===== config.mk =====
export PLATFORM = sky130hd
export DESIGN_NAME = branch_predictor
export DESIGN_NICKNAME = d
export VERILOG_FILES = /design/src/rtl/branch_predictor.sv
export SDC_FILE = /design/constraint.sdc
export NUM_CORES = 2
export LEC_CHECK = 0
export CORE_AREA = 4 4 246 344
export CTS_BUF_LIST = sky130_fd_sc_hd__clkbuf_16
export DETAILED_ROUTE_END_ITERATION = 8
export DIE_AREA = 0 0 250 348
export PLACE_DENSITY = 0.8
export SLEW_MARGIN = 25
export SYNTH_ARGS = -nofsm -noshare
export SYNTH_HDL_FRONTEND = slang
export SYNTH_SLANG_ARGS = --single-unit

===== constraint.sdc =====
create_clock -name clk -period 6.6 [get_ports clk]
set_input_delay 1.32 -clock clk [delete_from_list [all_inputs] [get_ports clk]]
set_output_delay 1.32 -clock clk [all_outputs]
set_load 0.01 [all_outputs]

===== src/rtl/branch_predictor.sv =====
// Direct-mapped branch target buffer with saturating direction counters.
// Combinational lookup, single-edge update, saturating mispredict count.
//
// Ports:
//   clk, rst (async, active-low)
//   lookup_pc -> pred_hit, pred_taken, pred_target
//   update_valid/pc/taken/target/mispredict : resolved branch feedback
//   invalidate : clear every valid bit
//   mispredict_count : saturating 32-bit mispredict counter
module branch_predictor #(
    parameter int XLEN    = 32,
    parameter int ENTRIES = 16,
    parameter int CNT_W   = 2
) (
    input  logic            clk,
    input  logic            rst,
    input  logic [XLEN-1:0] lookup_pc,
    output logic            pred_hit,
    output logic            pred_taken,
    output logic [XLEN-1:0] pred_target,
    input  logic            update_valid,
    input  logic [XLEN-1:0] update_pc,
    input  logic            update_taken,
    input  logic [XLEN-1:0] update_target,
    input  logic            update_mispredict,
    input  logic            invalidate,
    output logic [31:0]     mispredict_count
);

    localparam int IDX_W = $clog2(ENTRIES);
    localparam int TAG_W = XLEN - 2 - IDX_W;

    localparam logic [CNT_W-1:0] CNT_MAX = '1;
    localparam logic [CNT_W-1:0] CNT_ONE = CNT_W'(1);
    localparam logic [CNT_W-1:0] CNT_WT  = CNT_W'(1 << (CNT_W - 1));
    localparam logic [CNT_W-1:0] CNT_WNT = CNT_WT - CNT_ONE;

    logic             r_valid [ENTRIES];
    logic [TAG_W-1:0] r_tag   [ENTRIES];
    logic [XLEN-1:0]  r_tgt   [ENTRIES];
    logic [CNT_W-1:0] r_cnt   [ENTRIES];
    logic [31:0]      r_mcnt;

    logic [IDX_W-1:0] w_lidx;
    logic [TAG_W-1:0] w_ltag;
    logic             w_lhit;
    logic [IDX_W-1:0] w_uidx;
    logic [TAG_W-1:0] w_utag;
    logic             w_uhit;

    assign w_lidx = lookup_pc[IDX_W+1:2];
    assign w_ltag = lookup_pc[XLEN-1:IDX_W+2];
    assign w_lhit = r_valid[w_lidx] && (r_tag[w_lidx] == w_ltag);

    assign w_uidx = update_pc[IDX_W+1:2];
    assign w_utag = update_pc[XLEN-1:IDX_W+2];
    assign w_uhit = r_valid[w_uidx] && (r_tag[w_uidx] == w_utag);

    // Lookup reads registered state only, so a same-cycle update is not seen.
    assign pred_hit    = w_lhit;
    assign pred_taken  = w_lhit && r_cnt[w_lidx][CNT_W-1];
    assign pred_target = w_lhit ? r_tgt[w_lidx] : '0;

    assign mispredict_count = r_mcnt;

    always_ff @(posedge clk or negedge rst) begin
        if (!rst) begin
            for (int i = 0; i < ENTRIES; i++) begin
                r_valid[i] <= 1'b0;
                r_tag[i]   <= '0;
                r_tgt[i]   <= '0;
                r_cnt[i]   <= CNT_WNT;
            end
        end else if (invalidate) begin
            // Simultaneous update is intentionally dropped.
            for (int i = 0; i < ENTRIES; i++) begin
                r_valid[i] <= 1'b0;
            end
        end else if (update_valid) begin
            if (w_uhit) begin
                if (update_taken) begin
                    r_tgt[w_uidx] <= update_target;
                    if (r_cnt[w_uidx] != CNT_MAX) begin
                        r_cnt[w_uidx] <= r_cnt[w_uidx] + CNT_ONE;
                    end
                end else if (r_cnt[w_uidx] != '0) begin
                    r_cnt[w_uidx] <= r_cnt[w_uidx] - CNT_ONE;
                end
            end else if (update_taken) begin
                // Allocate on taken miss, replacing any aliasing entry.
                r_valid[w_uidx] <= 1'b1;
                r_tag[w_uidx]   <= w_utag;
                r_tgt[w_uidx]   <= update_target;
                r_cnt[w_uidx]   <= CNT_WT;
            end
        end
    end

    always_ff @(posedge clk or negedge rst) begin
        if (!rst) begin
            r_mcnt <= '0;
        end else if (update_valid && update_mispredict) begin
            if (r_mcnt != 32'hFFFF_FFFF) begin
                r_mcnt <= r_mcnt + 32'd1;
            end
        end
    end

endmodule


==> results.json <==
{
  "grt_max_degree": 175,
  "die_area_um2": 87000,
  "mostFrequentLayoutCells": "992 x dfrtp_1, 953 x mux2_2, 400 x mux4_2",
  "max_freq_ghz": 0.156,
  "rrSetupSlack_ns": 2.71,
  "avgSynthCellArea_um2": 15.7,
  "multi_input_area_um2": 23500,
  "reg2reg_to": "r_tag[250]",
  "synth_ff_type": "dfrtp_1",
  "rsz0062_at_grt": "no",
  "hold_viol": 0,
  "detail-route-antenna-nets": 0,
  "rows": 124,
  "hold_path_class": "register to register",
  "fin_tns_setup_ns": 0,
  "netlist_area_um2": 50200,
  "wl_per_cell_um": 29.8,
  "drtPass1Iterations": 7,
  "tightest_slew_ns": 1.13,
  "worstHoldStart": "mispredict_count[17]",
  "maxSlewViolCount": 0,
  "final_nets": 3388,
  "post_cts_resized": 0,
  "setup_violations": 0,
  "initial_core_util_pct": 61.6,
  "clock_path_buffers": 3,
  "synth_warnings": 0,
  "overflow": 0,
  "synth-async-reset-ratio_pct": 100,
  "ys_ff_latch": 1008,
  "cts_root_buf": "clkbuf_16",
  "clock-sinks": 1008,
  "final_layout_size_suffix_gt1_share_pct": 50.1,
  "holdPathEnd": "mispredict_count[17]",
  "post_dp_cell_area_um2": 53200,
  "tritoncts": "yes",
  "pwr_density_cell_nw_per_um2": 277,
  "p_comb_share_pct": 15.5,
  "period_needed_ns": 6.43,
  "arrival_ns": 5.11,
  "cp-end-kind": "primary output",
  "min_period_over_period_pct": 97.4,
  "holdPathStages": 1,
  "post-cts-setup-buffer-count": 0,
  "worstRegToRegCells": 10,
  "num_vias": 30100,
  "port_buffers": 163,
  "power_switching_mw": 3.94,
  "p_int_mw": 11.7,
  "p_seq_share_pct": 47.9,
  "vias_per_cell": 6.78,
  "fin_area_um2": 56500,
  "synth_enable_flop_cells": 0,
  "antenna_found_initial": 4,
  "skew_ns": 0.0250,
  "holdBufCountCts": 0,
  "status": "complete, no violations",
  "vdd_drop_max_v": 0.000248,
  "hpwl_um": 82900,
  "grtUsageTotal_pct": 30.6,
  "worstSetupPathType": "primary input to primary output",
  "cts_buffers": 97,
  "switching_share_pct": 25.2,
  "critPathLaunchType": "primary input",
  "first_global_vias": 33300,
  "clk_latency_ns": 0.68,
  "seqCellArea_um2": 25200,
  "mostFrequentLayoutCell": "dfrtp_1",
  "area_growth_pct": 12.7,
  "gp_congestion": 0.841,
  "fillers": 5253,
  "drtIter0Drc": 2550,
  "path_clk_slew_ns": 0.06,
  "clockPowerShare_pct": 36.6,
  "fp.dieW_um": 250,
  "synth_cell_types": 58,
  "critical_path_required_ns": 5.28,
  "drv_cap": 0,
  "r2r_start": "r_tag[274]",
  "synth_fp_nets": 3302,
  "slew-limit-headroom_pct": 24.4,
  "ys_seq_area_share_pct": 50.3,
  "grt_pass1_wl_um": 204000,
  "boundaryPins": 168,
  "cts_max_level": 3,
  "drc_errors": 0,
  "final_core_util_pct": 69.4,
  "p_leak_nw": 25.4,
  "die_h_um": 348,
  "synth_cells": 3197,
  "placeableCoreArea_um2": 81500,
  "totalWireLength_um": 132000,
  "path_max_fanout": 21
}
## state kept, by name, indices dropped and copies added (netlist names)
register,cells
r_tag,416
r_cnt,32
mispredict_count,32
r_tgt,512
r_valid,16
## worst max-delay path by stage
stage | startpoint | end
finish | lookup_pc[2] | pred_target[19]
global route | lookup_pc[2] | pred_target[3]
CTS | lookup_pc[2] | pred_target[19]
detailed placement | lookup_pc[2] | pred_target[19]
global placement | lookup_pc[2] | pred_target[29]
floorplan | lookup_pc[2] | pred_target[10]
## through the flow
step | power, mW | cells | worst slack, ns | hold WS (ns)
after CTS | 15.7 | 4432 | 0.114 | 0.503
after detailed placement | 10.0 | 4254 | 0.127 | 0.489
after global routing | 16.2 | 4433 | 0.0701 | 0.510
after global placement | 9.79 | 4254 | 0.206 | 0.480
after floorplan | 9.14 | 3197 | 0.886 | 0.470
final | 15.6 | 4436 | 0.175 | 0.501
## logic make-up after synthesis
logic type	Yosys count	share of synthesized area (%)
adders and majority gates	3	0.0748
buffers and inverters	334	2.97
DFF	1008	50.3
xor gates and xnor gates	84	1.47
muxes	1422	40.8
AOI/OAI and AO/OA	105	1.73
and+or+nand+nor	241	2.62
## critical path: stages
cell and delay [ns]:
buf_8 0.22, buf_12 0.26, buf_12 0.18, mux4_2 0.51
mux4_2 0.49, xor2_1 0.19, nor4_1 0.49, nand4_1 0.21
buf_4 0.29, buf_12 0.21, nor2b_1 0.12, clkdlybuf4s50_1 0.55
## Yosys cell counts, types with 5 or more instances
cell,count,share of area (%)
and3_1,12,0.15
inv_1,37,0.28
nand2_4,8,0.18
a21oi_1,15,0.15
nor4_1,5,0.062
o32ai_2,9,0.29
mux2i_1,43,0.86
nor2_1,40,0.30
and2_1,6,0.075
buf_4,39,0.58
buf_6,5,0.11
dfrtp_1,992,49
xor2_1,28,0.49
nand2b_1,11,0.14
o22ai_1,11,0.14
a22oi_1,19,0.28
nand4_1,28,0.35
nor2b_1,43,0.54
mux2_2,953,21
o21ai_0,19,0.19
xnor2_1,56,0.98
dfstp_2,16,0.84
clkbuf_1,167,1.2
nand3_1,24,0.24
nor3_1,8,0.080
mux2_1,26,0.58
nand2_1,44,0.33
buf_2,41,0.41
buf_1,43,0.32
mux4_2,400,18
## per-layer routing
layer | vias to the layer above | GRT usage, % | wire (um)
met5 | - | 0 | 13
met3 | 372 | 4.61 | 8010
met2 | 1218 | 52.2 | 67400
met4 | 2 | 14.4 | 7030
li1 | 12300 | - | -
met1 | 16200 | 39.3 | 49800
## power by group through the flow
stage	Clock [mW]	Combinational, mW	Sequential [mW]
floorplan	0	1.75	7.39
global placement	0	2.32	7.47
detailed placement	0	2.42	7.58
CTS	5.80	2.44	7.47
global route	6.04	2.59	7.56
finish	5.72	2.42	7.49
## cell type report
cell class / instances / area share (%)
inverter: 39 / 0.259
clock inverter: 80 / 1.40
timing repair buffer: 282 / 5.31
antenna: 3 / 0.0133
multi-input combinational: 1855 / 41.6
sequential: 1008 / 44.7
clock buffer: 98 / 4.34
tap: 1071 / 2.37
No activity file was read; power rests on OpenSTA's default activity.
